$ cat config.mk
export PLATFORM = sky130hd
export DESIGN_NAME = sdram_arbiter
export DESIGN_NICKNAME = d
export VERILOG_FILES = /design/src/rtl/sdram_arbiter.sv
export SDC_FILE = /design/constraint.sdc
export NUM_CORES = 1
export LEC_CHECK = 0
export BUFFER_PORTS_ARGS = -buffer_cell sky130_fd_sc_hd__buf_2
export CAP_MARGIN = 20
export CORE_MARGIN = 8
export CORE_UTILIZATION = 25
export CTS_BUF_LIST = sky130_fd_sc_hd__clkbuf_4 sky130_fd_sc_hd__clkbuf_8 sky130_fd_sc_hd__clkbuf_16
export CTS_CLUSTER_SIZE = 14
export DETAILED_ROUTE_END_ITERATION = 10
export GPL_TIMING_DRIVEN = 1
export PLACE_DENSITY = 0.52
export SYNTH_ARGS = -nofsm -noshare
export SYNTH_HDL_FRONTEND = slang
export SYNTH_SLANG_ARGS = --single-unit
$ cat constraint.sdc
create_clock -name clk -period 3.3 [get_ports clk]
set_input_delay 0.495 -clock clk [delete_from_list [all_inputs] [get_ports clk]]
set_output_delay 0.495 -clock clk [all_outputs]
set_load 0.05 [all_outputs]
$ cat src/rtl/sdram_arbiter.sv
// Three-port slot arbiter in front of an SDRAM controller: one access per clkref period,
// with starvation override for ports 1/2, round-robin between them, and periodic idle slots.
module sdram_arbiter #(
  parameter int unsigned MAX_WAIT         = 4,
  parameter int unsigned REFRESH_INTERVAL = 64
) (
  input  logic        clk,
  input  logic        init,
  input  logic        clkref,
  input  logic [2:0]  req,
  input  logic [2:0]  wr,
  input  logic [68:0] p_addr,
  input  logic [5:0]  p_bank,
  input  logic [23:0] p_din,
  output logic [2:0]  ack,
  output logic [23:0] p_dout,
  output logic [22:0] sd_addr,
  output logic [1:0]  sd_bank,
  output logic [7:0]  sd_din,
  output logic        sd_oe,
  output logic        sd_we,
  input  logic [7:0]  sd_dout,
  output logic [1:0]  grant
);

  localparam int unsigned WW = $clog2(MAX_WAIT + 2);
  localparam int unsigned RW = $clog2(REFRESH_INTERVAL + 2);
  localparam logic [1:0]  GIdle = 2'b11;

  logic          r_ref_d;
  logic [2:0]    r_ack;
  logic [23:0]   r_dout;
  logic [22:0]   r_addr;
  logic [1:0]    r_bank;
  logic [7:0]    r_din;
  logic          r_oe;
  logic          r_we;
  logic [1:0]    r_grant;
  logic [WW-1:0] r_wait1;
  logic [WW-1:0] r_wait2;
  logic          r_rr;      // 0: port 1 preferred, 1: port 2 preferred
  logic [RW-1:0] r_refcnt;

  logic          w_t;
  logic          w_starve1;
  logic          w_starve2;
  logic          w_force_idle;
  logic [1:0]    w_next;
  logic [22:0]   w_sel_addr;
  logic [1:0]    w_sel_bank;
  logic [7:0]    w_sel_din;
  logic          w_sel_wr;
  logic [WW-1:0] w_wait1_d;
  logic [WW-1:0] w_wait2_d;

  always_comb begin
    w_t          = clkref & ~r_ref_d & ~init;
    w_starve1    = req[1] & (r_wait1 == WW'(MAX_WAIT));
    w_starve2    = req[2] & (r_wait2 == WW'(MAX_WAIT));
    w_force_idle = (r_refcnt == RW'(REFRESH_INTERVAL));

    w_next = GIdle;
    if (w_force_idle) begin
      w_next = GIdle;
    end else if (w_starve1 && w_starve2) begin
      w_next = r_rr ? 2'd2 : 2'd1;
    end else if (w_starve1) begin
      w_next = 2'd1;
    end else if (w_starve2) begin
      w_next = 2'd2;
    end else if (req[0]) begin
      w_next = 2'd0;
    end else if (req[1] && req[2]) begin
      w_next = r_rr ? 2'd2 : 2'd1;
    end else if (req[1]) begin
      w_next = 2'd1;
    end else if (req[2]) begin
      w_next = 2'd2;
    end

    w_sel_addr = '0;
    w_sel_bank = '0;
    w_sel_din  = '0;
    w_sel_wr   = 1'b0;
    unique case (w_next)
      2'd0: begin
        w_sel_addr = p_addr[22:0];
        w_sel_bank = p_bank[1:0];
        w_sel_din  = p_din[7:0];
        w_sel_wr   = wr[0];
      end
      2'd1: begin
        w_sel_addr = p_addr[45:23];
        w_sel_bank = p_bank[3:2];
        w_sel_din  = p_din[15:8];
        w_sel_wr   = wr[1];
      end
      2'd2: begin
        w_sel_addr = p_addr[68:46];
        w_sel_bank = p_bank[5:4];
        w_sel_din  = p_din[23:16];
        w_sel_wr   = wr[2];
      end
      default: ;
    endcase

    // Wait counters saturate so a starving port stays starving until served.
    w_wait1_d = '0;
    if (req[1] && (w_next != 2'd1)) begin
      w_wait1_d = (r_wait1 == WW'(MAX_WAIT)) ? r_wait1 : r_wait1 + WW'(1);
    end
    w_wait2_d = '0;
    if (req[2] && (w_next != 2'd2)) begin
      w_wait2_d = (r_wait2 == WW'(MAX_WAIT)) ? r_wait2 : r_wait2 + WW'(1);
    end
  end

  always_ff @(posedge clk) begin
    r_ref_d <= clkref;
    if (init) begin
      r_ack    <= '0;
      r_dout   <= '0;
      r_addr   <= '0;
      r_bank   <= '0;
      r_din    <= '0;
      r_oe     <= 1'b0;
      r_we     <= 1'b0;
      r_grant  <= GIdle;
      r_wait1  <= '0;
      r_wait2  <= '0;
      r_rr     <= 1'b0;
      r_refcnt <= '0;
    end else begin
      r_ack <= '0;
      if (w_t) begin
        // Close out the slot that is ending.
        if (r_grant != GIdle) begin
          r_ack <= 3'b001 << r_grant;
          if (!r_we) begin
            unique case (r_grant)
              2'd0:    r_dout[7:0]   <= sd_dout;
              2'd1:    r_dout[15:8]  <= sd_dout;
              2'd2:    r_dout[23:16] <= sd_dout;
              default: ;
            endcase
          end
        end

        r_grant <= w_next;
        r_wait1 <= w_wait1_d;
        r_wait2 <= w_wait2_d;
        if (w_next != GIdle) begin
          r_addr   <= w_sel_addr;
          r_bank   <= w_sel_bank;
          r_din    <= w_sel_din;
          r_oe     <= ~w_sel_wr;
          r_we     <= w_sel_wr;
          r_refcnt <= r_refcnt + RW'(1);
          if (w_next == 2'd1) r_rr <= 1'b1;
          if (w_next == 2'd2) r_rr <= 1'b0;
        end else begin
          r_oe     <= 1'b0;
          r_we     <= 1'b0;
          r_refcnt <= '0;
        end
      end
    end
  end

  assign ack     = r_ack;
  assign p_dout  = r_dout;
  assign sd_addr = r_addr;
  assign sd_bank = r_bank;
  assign sd_din  = r_din;
  assign sd_oe   = r_oe;
  assign sd_we   = r_we;
  assign grant   = r_grant;

endmodule

; ---- Yosys cells after proc, flatten, opt, wreduce, memory -nomap -nowiden
; Cells that the tools add are included.
[totals]
reg_bits = 79
inputBits = 116
output_inout_bits = 64
word_cells = 79
[op_classes]
addsub = 3
n_eq_ne = 13
shifts = 1
n_mux = 22
bitwise = 10
n_reduce_logical = 15
[ops]
columns = op, n
row1 = one-hot mux 23 bit (3 select lines), 1
row2 = one-hot mux 8 bit (3 select lines), 1
row3 = 2-to-1 mux 2 bit, 8
row4 = 2-to-1 mux 3 bit, 4
row5 = AND reduction 4 bit, 3
row6 = inequality test 2 bit (second input constant), 5
row7 = adder 7 x 1 -> 7 bit (second input constant), 1
row8 = == test 7 bit (second input constant), 1
row9 = 2-to-1 mux 7 bit, 1
row10 = adder 3 x 1 -> 3 bit (second input constant), 2
row11 = == test 3 bit (second input constant), 2
row12 = inverter 1 bit, 6
row13 = one-hot mux 2 bit (3 select lines), 1
row14 = AND reduction 2 bit, 3
row15 = 2-to-1 mux 1 bit, 5
row16 = AND 1 bit, 4
row17 = == test 2 x 1 -> 1 bit (second input constant), 2
row18 = == test 2 bit (second input constant), 2
row19 = logical AND 1 bit, 4
row20 = zero test 2 bit, 2
row21 = one-hot mux 1 bit (3 select lines), 1
row22 = AND reduction 3 bit, 1
row23 = OR reduction 3 bit, 1
row24 = left shift 1 x 2 -> 3 bit (first input constant), 1
row25 = 2 further kinds, 2

; ---- Logic depth before layout (Yosys ltp)
; Gate-level depths: netlist of the first run.
[logic_depth]
depth_word = 12
ltp_mapped = 12
ltp_nobuf = 11

; ---- Worst setup path after synthesis of the first run
; Ideal clock, no wire load.
[synth_path]
kind = register to register
startpoint = register r_wait2[0]
endpoint = register r_addr[0], in the netlist sd_addr[0]
setup_time_ps = 86
t_arrival_ps = 2211
path_slack_ps = 1004
path_stages_with_launch = 12
n_path_buf = 2
period_less_slack_ps = 2296
cell_sequence = dfxtp_1 > inv_1 > ha_1 > a21oi_1 > a21oi_1 > o311ai_1 > or2_1 > ha_1 > clkbuf_1 > clkbuf_1 > a222oi_1 > a211oi_1
[synth_via]
elab_chain_len = 8
elab_cells_between_ends = 13
classes_between = 4 x eq/ne / 5 x mux / 1 x bitwise / 3 x reduce/logical
[synth_rtl]
columns = item, line_no
row1 = start: declaration, 40  ; logic [WW-1:0] r_wait2;
row2 = start signal: assignment, 151  ; r_wait2 <= w_wait2_d;
row3 = == test 3 bit (*), 59  ; w_starve2 = req[2] & (r_wait2 == WW'(MAX_WAIT));
row4 = AND 1 bit (*), 59
row5 = 2-to-1 mux 2 bit, 69  ; end else if (w_starve2) begin
row6 = 2-to-1 mux 2 bit, 67  ; end else if (w_starve1) begin
row7 = 2-to-1 mux 2 bit (*), 65  ; end else if (w_starve1 && w_starve2) begin
row8 = 2-to-1 mux 2 bit (*), 63  ; if (w_force_idle) begin
row9 = named net w_next[0], 48  ; logic [1:0] w_next;
row10 = "== test 2 bit, or another cell as far along", 85  ; unique case (w_next)
row11 = one-hot mux 23 bit (3 select lines) or AND reduction 2 bit (tied branches), -
row12 = end signal: assignment, 153  ; r_addr <= w_sel_addr;
row13 = end: declaration, 33  ; logic [22:0] r_addr;
; Mark *: on every way through the listed nets, which the timed path passes. The rest lies on a longest branch.
; A chain may end at the register's enable or synchronous reset.

; ---- Worst setup path in the final report of the first run
[layout_path]
startpoint = register r_wait2[0]
endpoint = register r_oe, in the netlist sd_oe
[layout_via]
elab_chain_len = 10
elab_cells_between_ends = 14
classes_between = 4 x eq/ne / 6 x mux / 2 x bitwise / 2 x reduce/logical
[layout_rtl]
columns = item, line_no
row1 = == test 3 bit (*), 59
row2 = AND 1 bit (*), 59
row3 = 2-to-1 mux 2 bit, 69
row4 = 2-to-1 mux 2 bit, 67
row5 = 2-to-1 mux 2 bit (*), 65
row6 = 2-to-1 mux 2 bit (*), 63
row7 = "== test 2 bit, or another cell as far along", 85
row8 = one-hot mux 1 bit (3 select lines), 85
row9 = inverter 1 bit, 156  ; r_oe <= ~w_sel_wr;
row10 = 2-to-1 mux 1 bit (*), 152  ; if (w_next != GIdle) begin
row11 = end signal: assignment, 156
row12 = end: declaration, 36  ; logic r_oe;
; Every way passes the cells marked *; elsewhere a longest branch is shown, timed or not.

==> results.md, run 1 <==
* Status: completed
* Actual slew at the worst max-slew pin at roughly 1 ns
* WL per Instance at between 15 and 20 µm
* Critical path cell sequence: inv_1 -> ha_1 -> a21oi_1 -> a21oi_1 -> o311ai_1 -> nor2_1 -> ha_1 -> a222oi_1 -> a22oi_1 -> nor2_1
* GRT Residual Overflow at 0
* Global-route wire length before repair at between 15,000 and 20,000 µm
* CP Max Fanout at 24
* Vias in the first global route at 3,768
* Startpoint Class: flop
* Final WS setup at between 0.4 and 0.5 ns
* Share of cells above drive strength 1 at 37.43%
* Ports at 180
* Antenna Cells at 0
* Fin nets at about 680
* Die ar. at about 0.018 mm²
* Worst-Skew Late Latency at roughly 0.34 ns
* CTS tree: yes
* Total leakage power at 2.227 nW
* DIE HEIGHT at 134.0 µm
* Critical Path Max Stage Delay at around 0.67 ns
* CTS Sinks at around 80
* Worst path arrival time at ~3.2 ns
* Largest net degree at the start of global routing at 76
* Setup TNS at 0 ns
* Standard-cell rows at 43
* Ys Warns at 0
* Syn nets at 509
* Via count at around 3,700
* Netlist cell types at 37
* Initial antenna violation count at 0
* Via/cell ratio at 4.997
* Largest area contributor in the netlist: dfxtp_1
* Final slew viol count at 0
* Root Buffer: clkbuf_16
* Clk pin slew, worst setup/hold paths at about 0.060 ns
* Clk_skew at 0.005938 ns
* Htree depth at 3
* Final Core Density at about a third
* Post-route DRC violation count at 0
* Fin area at approximately 0.0048 mm²
* CORE AREA at roughly 0.014 mm²
* Starting Density at 25.35%
* Final hold vios at 0
* CTS Buf Count at 9
* Data required, critical path at 3.58 ns
* Input/output buffers at roughly 180
* GRT Resource Usage Total at a little over an eighth
* Setup crit end kind: flop
* Hold Crit Class: primary input to flop
* Final setup vio count at 0
* Max clock buf depth at 2
* Crit path buf inv count at 1
* Crit path time final at 2.894 ns
* Max_cap viols at 0
* DP Area at about 0.0045 mm²
* Largest cells by area after synthesis: dfxtp_1 (45%), a222oi_1 (9.8%), a211oi_1 (7.3%)
* Seq cells post-synth at between 70 and 80
* Pwr dens at 479.0 mW/mm²
* Avg Cell Area, Syn at 9.082 µm²
* Max-slew headroom at between 30% and 40%
* Worst vdd ir at between 200 and 250 µV
* Post-Synthesis Cells at 383
* Slowest CP cell: a222oi_1
* CP Class: flop to flop
* Worst path top cell family by delay: compound AO/OA/AOI/OAI gates
* Die width at 134.0 µm
* Cell area after synthesis at ~0.0035 mm²
* Layout area overhead at 38.49%
* Pre-antenna DRT Iters at 10
* Top cell type's share of synthesized area at a little under half
* Register area share after synthesis at ~45%
* Post-DP HPWL at about 9000 µm
* DR iter-0 viols at between 150 and 200
* RSZ-0062 raised after global routing: false
* Fmax at 345.6 MHz
* Place WS at between 0.2 and 0.3 ns
* Final Cycle Share at between 80% and 90%
* Post-DRT Antenna Nets at 0
* WL final at around 12,000 µm
* Routability cong. at ~0.8
==> flip-flops by register name, indices dropped and copies added, names as in the netlist, 2 cells and up <==
| name | count |
|---|---|
| r_wait2 | 3 |
| r_wait1 | 3 |
| p_dout | 24 |
| r_refcnt | 7 |
| sd_bank | 2 |
| ack | 3 |
| sd_addr | 23 |
| sd_din | 8 |
| grant | 2 |
==> power by group <==
group	internal (mW)	switching (mW)
Sequential	0.982	0.0194
Combinational	0.140	0.242
Clock	0.510	0.413
==> final timing paths <==
kind                      startpoint                     end  slack (ns)  depth (start not counted)
max          r_wait2[0]$_SDFFE_PP0P_      sd_oe$_SDFFE_PP0P_        0.41                         10
min                           clkref         r_ref_d$_DFF_P_        0.30                          1
max reg2reg  r_wait2[0]$_SDFFE_PP0P_      sd_oe$_SDFFE_PP0P_        0.41                         10
min reg2reg   p_dout[9]$_SDFFE_PP0P_  p_dout[9]$_SDFFE_PP0P_        0.46                          2
==> cell families after synthesis <==
family / synth area share, %
multiplexers: 5.180
flip-flops: 45.47
AO/OA/AOI/OAI: 23.74
buffers and inverters: 4.928
AND/OR/NAND/NOR: 17.09
adder cells (fa/ha/maj): 3.597
==> what timing repair did <==
item | in CTS | in global routing
hold buffers | 0 | 0
resized for setup | 0 | 1
setup buffers | 0 | 0
endpoints found under the setup margin | 0 | 1
==> metal layers <==
layer | share of wire [%] | up-vias | track usage [%]
li1 | - | 1775 | -
met1 | 41 | 1710 | 14.55
met2 | 48 | 160 | 22.68
met3 | 8.8 | 18 | 5.310
met4 | 2.2 | 0 | 6.613
met5 | 0 | - | 0
==> area by class of cell <==
class	count	area (µm²)
clock buffers	9	225.2
fillers	1440	8902
flip-flops and latches	79	1582
clock inverters	6	47.55
multi-input cells	261	1733
well taps	180	225.2
inverters	9	33.78
repair buffers	189	970.9
==> layout by cell type (no fill, tap or decap), drive strengths merged, types with 2 or more instances in the layout <==
cell,Yosys,routed
a211oi,34,34
a21oi,20,20
a222oi,34,34
a22oi,3,3
a31oi,5,5
and3,2,2
buf,8,189
clkbuf,26,9
clkinv,0,4
dfxtp,79,79
ha,10,10
inv,9,10
mux2i,18,18
nand2,26,26
nand2b,3,3
nand3,5,5
nand3b,6,6
nor2,62,62
nor2b,2,2
nor3,5,5
nor3b,4,4
o21ai,7,7
or4,2,2
==> metrics by stage <==
step | power, mW | instances | hold slack, ns
detailed placement | 1.407 | 718 | 0.4504
CTS | 2.358 | 733 | 0.2845
global placement | 1.403 | 718 | 0.4459
floorplan | 1.257 | 383 | 0.4574
finish | 2.307 | 733 | 0.3034
global route | 2.426 | 733 | 0.2892
==> Yosys cell counts <==
cell       instances
dfxtp_1           79
nor2_1            61
a211oi_1          34
a222oi_1          34
clkbuf_1          26
nand2_1           26
a21oi_1           20
mux2i_1           18
ha_1              10
inv_1              9
buf_2              8
nand3b_1           6
a31oi_1            5
nand3_1            5
nor3_1             5
nor3b_1            4
o21ai_0            4
a22oi_1            3
nand2b_1           3
o21ai_1            3
and3_1             2
nor2b_1            2
or4_1              2
and2_1             1
and4b_1            1
nor2_2             1
nor4_1             1
nor4b_4            1
o21a_1             1
o2bb2ai_1          1
o311ai_1           1
o31a_1             1
o31ai_1            1
or2_1              1
or3_1              1
or3b_1             1
or4b_1             1
(Power assumes the default switching activity.)
==> inputs of run 2 (changes only) <==
--- a/config.mk
+++ b/config.mk
@@ -5,15 +5,15 @@
 export SDC_FILE = /design/constraint.sdc
 export NUM_CORES = 1
 export LEC_CHECK = 0
+export ABC_AREA = 1
 export BUFFER_PORTS_ARGS = -buffer_cell sky130_fd_sc_hd__buf_2
-export CAP_MARGIN = 20
 export CORE_MARGIN = 8
 export CORE_UTILIZATION = 25
 export CTS_BUF_LIST = sky130_fd_sc_hd__clkbuf_4 sky130_fd_sc_hd__clkbuf_8 sky130_fd_sc_hd__clkbuf_16
 export CTS_CLUSTER_SIZE = 14
 export DETAILED_ROUTE_END_ITERATION = 10
 export GPL_TIMING_DRIVEN = 1
-export PLACE_DENSITY = 0.52
+export PLACE_DENSITY = 0.51
 export SYNTH_ARGS = -nofsm -noshare
 export SYNTH_HDL_FRONTEND = slang
 export SYNTH_SLANG_ARGS = --single-unit
==> run 2 against run 1 <==
Net effect: critical path depth increased by 6; synthesized cell count increased by 46%; combinational power increased by 4%; core utilization decreased by 1.0 points; cell area increased by 6.0%; critical path type unchanged; critical endpoint unchanged; largest cell class unchanged.
==> results.md, run 2 <==
* Status: completed
* Data required, critical path at 3.51 ns (-0.07 ns)
* WL per Instance at 13.86 µm (-16%)
* CTS Sinks at 79 (unchanged)
* Initial antenna violation count at 1 (+1)
* GRT Residual Overflow at 0 (unchanged)
* Compound-cell area share of the yosys netlist at 13.58% (-10 points)
* CP Max Fanout at 27 (+13%)
* Resize count post-CTS at 0 (unchanged)
* Pwr dens at 478.2 mW/mm² (-0.18%)
* GRT Resource Usage Total at 13.55% (+0.050 points)
* Avg Cell Area, Syn at 6.754 µm² (-26%)
* Max_cap viols at 0 (unchanged)
* Post-DRT Antenna Nets at 0 (unchanged)
* Final slew viol count at 0 (unchanged)
* FF-to-FF End: sd_oe$_SDFFE_PP0P_
* Ports at 180 (unchanged)
* Commonest non-fill, non-tap cells in the layout: buf_2 (179), nand2_1 (131), nor2_1 (106)
* # Post-CTS Setup Buffers at 0 (unchanged)
* Worst path top cell family by delay: simple AND/OR/NAND/NOR gates
* Root Buffer: clkbuf_16
* Antenna Cells at 0 (unchanged)
* FILL cells at 1,706 (+18%)
* Setup TNS at 0 ns (unchanged)
* Crit path buf inv count at 5 (+4)
* Hold Buf Count CTS at 0 (unchanged)
* Post-Synthesis Cells at 558 (+46%)
* Fin area at 0.005105 mm² (+6.0%)
* Die ar. at 0.01926 mm² (+7.3%)
* Post-route DRC violation count at 0 (unchanged)
* Crit Reg-Reg Startpoint: r_wait2[0]$_SDFFE_PP0P_
* CORE AREA at 0.01498 mm² (+9.2%)
* Fmax at 413.7 MHz (+20%)
* Via/cell ratio at 4.390 (-12%)
* Syn nets at 684 (+34%)
* Post-synth top cells: nand2_1 (131), nor2_1 (106), dfxtp_1 (79)
* R2R cell count at 16 (+6)
* Clk pin slew, worst setup/hold paths at 0.06 ns (about the same)
* Layout area overhead at 35.46%
* DIE HEIGHT at 138.8 µm (+3.6%)
* Asr flop ratio synth at 0% (unchanged)
* Largest area contributor in the netlist: dfxtp_1
* Worst Setup EP: sd_oe$_SDFFE_PP0P_
* Register area share after synthesis at 41.97% (-3.5 points)
* Final Core Density at 34.09% (-1.0 points)
* Critical Path Start: r_wait2[0]$_SDFFE_PP0P_
* Seq cells post-synth at 79 (unchanged)
* CP Class: flop to flop
* Htree depth at 3 (unchanged)
* Largest cells by area after synthesis: dfxtp_1 (42%), nand2_1 (13%), nor2_1 (11%)
* Top cell type's share of synthesized area at 41.97% (-3.5 points)
* DP Area at 0.004791 mm² (+5.5%)
* Hold Crit Class: primary input to flop
* Commonest non-fill, non-tap cell in the layout: buf_2
* Non-Filler Instances at 917 (+25%)
* WP depth at 16 (+6)
* Pwr Total at 2.441 mW (+5.8%)
* Prevailing post-synth register cell: dfxtp_1
* Worst reg-to-reg setup slack at 0.88 ns (+0.48 ns)
* Global-route wire length before repair at 21,130 µm (+11%)
* Worst vdd ir at 236.6 µV (+7.5%)
* Total leakage power at 2.506 nW (+13%)
* Adder-Cell Fraction of Synth Area at 3.320% (-0.28 points)
* Max reg flops at 24 (unchanged)
* Pre-antenna DRT Iters at 4 (-6)
* Share of cells above drive strength 1 at 28.94% (-8.5 points)
* Setup crit end kind: flop
* Critical Path Max Stage Delay at 0.36 ns (-0.31 ns)
* Routability cong. at 0.7588 (-5.3%)
* Proportion of synthesized area in mux cells at 0% (-5.2 points)
* Worst path arrival time at 2.63 ns (-0.54 ns)
* Largest net degree at the start of global routing at 43 (-43%)
* Starting Density at 25.16% (-0.19 points)
* Fin nets at 850 (+26%)
* Standard-cell rows at 45 (+4.7%)
* Input/output buffers at 179 (unchanged)
* Actual slew at the worst max-slew pin at 0.6989 ns (-0.2974 ns)
* Netlist cell types at 25 (-32%)
* Number of flops mapped to enable cells by yosys at 0 (unchanged)
* Simple-gate share of the synthesized area at 32.47% (+15 points)
* RSZ-0062 raised after global routing: false
* Vias in the first global route at 4,200 (+11%)
* Slowest CP cell: buf_4
* Max-slew headroom at 53.34% (+20 points)
* Final Cycle Share at 73.25% (-14 points)
* Largest family of logic cells by synthesized area: simple AND/OR/NAND/NOR gates
* Startpoint Class: flop
* Inst Count DP at 901 (+25%)
* Crit path time final at 2.417 ns (-0.4764 ns)
* Area of the multi-input gates at 0.001887 mm² (+8.9%)
* Reg area at 0.001582 mm² (unchanged)
* Max clock buf depth at 2 (unchanged)
* Cell area after synthesis at 0.003769 mm² (+8.3%)
* Post-DP HPWL at 9669 µm (+7.5%)
* Area share of xor/xnor cells in the synthesized design at 0.6972% (+0.70 points)
* Critical path cell sequence: inv_1 -> ha_1 -> nand2_1 -> inv_1 -> nand3_1 -> nand2_1 -> inv_1 -> nand2_1 -> inv_1 -> ha_1 -> buf_4 -> nand2_1 -> nand3_1 -> nor2_1 -> a21oi_1 -> nor2_1
* Most frequent cell after synthesis: nand2_1
* Final hold vios at 0 (unchanged)
* Final setup vio count at 0 (unchanged)
* WL final at 12,710 µm (+5.2%)
* DR iter-0 viols at 150 (-21%)
* Ys Warns at 0 (unchanged)
* Clk_skew at 0.008301 ns (+0.002363 ns)
* CTS tree: yes
* CTS Buf Count at 9 (unchanged)
* Worst-Skew Late Latency at 0.34 ns (about the same)
* Via count at 4,026 (+9.9%)
* Die width at 138.8 µm (+3.6%)
-- run 2: cell types whose count changed after synthesis, moves of 27 or more --
cell,change
nand3_1,+44
a222oi_1,-34
nand2_1,+105
inv_1,+27
o21ai_0,+44
nor2_1,+45
a211oi_1,-34
-- run 2: cell families (layout without fill, tap and decap cells) --
family          after synthesis  count (layout)
compound gates               99              99
xor+xnor                      3               3
fa+ha+maj                    10              10
buf+inv                      69             240
flops                        79              79
simple gates                298             298
-- run 2: area by class of cell --
type | count | area share (%)
clock buffers | 14 | 5.392
multi-input cells | 410 | 36.96
inverters | 39 | 2.868
clock inverters | 2 | 0.7598
flip-flops and latches | 79 | 30.98
repair buffers | 185 | 18.43
well taps | 188 | 4.608
-- run 2: through the flow --
stage | setup slack [ns] | hold WS (ns)
floorplan | 1.284 | 0.4606
global placement | 0.8787 | 0.4351
detailed placement | 0.8283 | 0.4352
CTS | 0.8359 | 0.2954
global route | 0.5408 | 0.3016
finish | 0.8826 | 0.3148
-- run 2: report_power, final --
group          internal (mW)  switching [mW]  total, mW
logic                  0.132           0.267      0.399
registers              0.985          0.0173       1.00
clock network          0.654           0.385       1.04
total                   1.77           0.669       2.44
-- run 2: how the worst min path moves through the flow --
stage | start | end | slack, ns | cells past startpoint
global placement | p_dout[14]$_SDFFE_PP0P_ | p_dout[14]$_SDFFE_PP0P_ | 0.44 | 2
floorplan | r_wait1[1]$_SDFFE_PP0P_ | r_wait1[1]$_SDFFE_PP0P_ | 0.46 | 2
global route | clkref | r_ref_d$_DFF_P_ | 0.30 | 1
detailed placement | p_dout[14]$_SDFFE_PP0P_ | p_dout[14]$_SDFFE_PP0P_ | 0.44 | 2
CTS | clkref | r_ref_d$_DFF_P_ | 0.30 | 1
finish | clkref | r_ref_d$_DFF_P_ | 0.31 | 1
-- run 2: metal layers --
metal  global-route usage (%)  routed length [µm]  part of all wire, %  vias to the layer above
met1                    14.61                5293                   42                     1770
met5                        0                  16                 0.13                        -
met2                    23.61                6164                   49                      119
met3                    4.923                 966                  7.6                       19
li1                         -                   -                    -                     2116
met4                    5.604                 268                  2.1                        2
-- run 2: worst register-to-register path: stages, from the launching register on --
cell and delay [ns]:
dfxtp_1 0.35, inv_1 0.07, ha_1 0.22, nand2_1 0.09, inv_1 0.04, nand3_1 0.09, nand2_1 0.06, inv_1 0.05
nand2_1 0.11, inv_1 0.10, ha_1 0.34, buf_4 0.36, nand2_1 0.08, nand3_1 0.11, nor2_1 0.05, a21oi_1 0.13
nor2_1 0.05
==> inputs of run 3 (changes only) <==
--- a/config.mk
+++ b/config.mk
@@ -13,7 +13,7 @@
 export CTS_CLUSTER_SIZE = 14
 export DETAILED_ROUTE_END_ITERATION = 10
 export GPL_TIMING_DRIVEN = 1
-export PLACE_DENSITY = 0.51
+export PLACE_DENSITY = 0.53
 export SYNTH_ARGS = -nofsm -noshare
 export SYNTH_HDL_FRONTEND = slang
 export SYNTH_SLANG_ARGS = --single-unit
==> constraint.sdc (replaced) <==
create_clock -name clk -period 2 [get_ports clk]
set_input_delay 0.3 -clock clk [delete_from_list [all_inputs] [get_ports clk]]
set_output_delay 0.3 -clock clk [all_outputs]
set_load 0.05 [all_outputs]
==> run 3 against run 2 <==
Net effect: power increased by 80%; cell area increased by 15%; die area unchanged; worst hold slack got worse by 0.21 ns.
==> results.md, run 3 (synthesized netlist as in run 2, its figures left out) <==
* Fmax at 513.6 MHz (+24%)
* Pwr dens at 746.8 mW/mm² (+56%)
* Hold_ws at 0.1051 ns (-0.2097 ns)
* Commonest non-fill, non-tap cell in the layout: buf_2
* GRT Resource Usage Total at 13.31% (-0.24 points)
* Worst vdd ir at 406.3 µV (+72%)
* Clk_skew at 0.009048 ns (+0.0007472 ns)
* GRT Residual Overflow at 0 (unchanged)
* Post-DP HPWL at 9926 µm (+2.7%)
* Worst-Skew Late Latency at 0.34 ns (about the same)
* CTS Sinks at 79 (unchanged)
* Status: completed
* Final setup vio count at 0 (unchanged)
* Die ar. at 0.01926 mm² (unchanged)
* CTS Buf Count at 9 (unchanged)
* Critical Path Start: r_wait1[0]$_SDFFE_PP0P_
* RSZ-0062 raised after global routing: true
* DR iter-0 viols at 180 (+20%)
* Htree depth at 3 (unchanged)
* FF-to-FF End: r_wait2[2]$_SDFFE_PP0P_
* Hold Crit Class: primary input to flop
* R2R cell count at 16 (unchanged)
* Max clock buf depth at 2 (unchanged)
* Setup crit end kind: flop
* Pre-antenna DRT Iters at 4 (unchanged)
* CP Max Fanout at 6 (-78%)
* Layout area overhead at 55.98%
* Final hold vios at 0 (unchanged)
* DIE HEIGHT at 138.8 µm (unchanged)
* Standard-cell rows at 45 (unchanged)
* Startpoint Class: flop
* Global-route wire length before repair at 20,740 µm (-1.9%)
* Post-DRT Antenna Nets at 0 (unchanged)
* WL final at 14,500 µm (+14%)
* Input/output buffers at 179 (unchanged)
* Via/cell ratio at 4.499 (+2.5%)
* Via count at 4,288 (+6.5%)
* Antenna Cells at 0 (unchanged)
* Worst path arrival time at 2.17 ns (-0.46 ns)
* Data required, critical path at 2.22 ns (-1.29 ns)
* Share of cells above drive strength 1 at 39.22% (+10 points)
* CTS tree: yes
* Place WS at -0.03204 ns (-0.8604 ns)
* Final slew viol count at 0 (unchanged)
* Commonest non-fill, non-tap cells in the layout: buf_2 (179), nand2_1 (120), nor2_1 (101)
* Worst Setup EP: r_wait2[2]$_SDFFE_PP0P_
* Die width at 138.8 µm (unchanged)
* Final Cycle Share at 97.36% (+24 points)
* Largest net degree at the start of global routing at 36 (-16%)
* Actual slew at the worst max-slew pin at 0.3969 ns (-0.3020 ns)
* CORE AREA at 0.01498 mm² (unchanged)
* Max_cap viols at 0 (unchanged)
* Vias in the first global route at 4,178 (-0.52%)
* Max-slew headroom at 73.54% (+20 points)
* Crit Reg-Reg Startpoint: r_wait1[0]$_SDFFE_PP0P_
* Crit path time final at 1.947 ns (-0.4702 ns)
* Clk pin slew, worst setup/hold paths at 0.05 ns (about the same)
* Max reg flops at 24 (unchanged)
* Routability cong. at 0.7678 (+1.2%)
* CP Class: flop to flop
* Starting Density at 25.16% (unchanged)
* Ports at 180 (unchanged)
* Root Buffer: clkbuf_16
* FILL cells at 1,613 (-5.5%)
* Worst reg-to-reg setup slack at 0.05 ns (-0.83 ns)
* Post-route DRC violation count at 0 (unchanged)
* Fin nets at 887 (+4.4%)
* Total leakage power at 2.839 nW (+13%)
* Final WS setup at 0.05279 ns (-0.8298 ns)
* Initial antenna violation count at 0 (-1)
* WL per Instance at 15.21 µm (+9.8%)
## run 3: cell count changes in the layout (fill, tap and decap cells not counted), sizes merged
cell    before  now
buf        185  214
bufinv       1    3
clkbuf      14   19
## run 3: through the flow
stage | setup TNS [ns] | area (µm²) | power, mW | util [%] | instances
global route | -1.284 | 5878 | 4.584 | 39.25 | 953
global placement | -0.03929 | 5042 | 2.407 | 33.67 | 924
floorplan | -0.05082 | 3772 | 2.118 | - | 558
finish | 0 | 5878 | 4.390 | 39.25 | 953
detailed placement | -0.1877 | 5042 | 2.406 | 33.67 | 924
CTS | 0 | 5404 | 4.311 | 36.08 | 939
## run 3: what timing repair did
| action | CTS | global route |
|---|---|---|
| pin swaps | 0 | 34 |
| gates resized for setup | 10 | 85 |
| hold buffers | 0 | 0 |
| endpoints found under the setup margin | 32 | 48 |
| buffers inserted | 0 | 4 |
| gates cloned | 0 | 10 |
## run 3: final cells by class
type | instances | area (µm²) | share of cell area (%)
clock inverter | 4 | 95.09 | 1.618
sequential | 79 | 1585 | 26.97
multi-input combinational | 410 | 2116 | 35.99
clock buffer | 11 | 240.2 | 4.087
inverter | 39 | 153.9 | 2.618
tap | 188 | 235.2 | 4.002
timing repair buffer | 222 | 1453 | 24.71
## run 3: power by group
group          switching, mW  internal [mW]
logic                  0.516          0.333
clock network          0.648           1.24
registers             0.0289           1.63
## run 3: how the worst min path moves through the flow
| stage | from | to | slack [ns] | cells after the start |
|---|---|---|---|---|
| after floorplan | clkref | r_ref_d$_DFF_P_ | 0.33 | 0 |
| after global placement | p_dout[10]$_SDFFE_PP0P_ | p_dout[10]$_SDFFE_PP0P_ | 0.43 | 2 |
| after detailed placement | p_dout[13]$_SDFFE_PP0P_ | p_dout[13]$_SDFFE_PP0P_ | 0.43 | 2 |
| after CTS | clkref | r_ref_d$_DFF_P_ | 0.09 | 1 |
| after global routing | clkref | r_ref_d$_DFF_P_ | 0.1 | 1 |
| final | clkref | r_ref_d$_DFF_P_ | 0.11 | 1 |
## run 3: per-layer routing
| layer | vias up | part of all wire [%] | global-route usage (%) |
|---|---|---|---|
| met5 | - | 0 | 0 |
| met4 | 0 | 1.6 | 5.084 |
| met3 | 16 | 8.7 | 5.714 |
| met2 | 143 | 47 | 22.08 |
| met1 | 1938 | 43 | 14.87 |
| li1 | 2191 | - | - |
## run 3: critical path: stages (launching register included)
cell,delay (ns)
dfxtp_2,0.32
inv_2,0.07
ha_4,0.14
nand2_4,0.05
nor2_4,0.14
inv_2,0.05
nand2_2,0.06
nand2_2,0.07
nand2_4,0.11
inv_4,0.06
ha_4,0.21
inv_2,0.08
nand2_2,0.06
o21ai_4,0.22
inv_2,0.05
nand3_1,0.07
a21oi_1,0.06
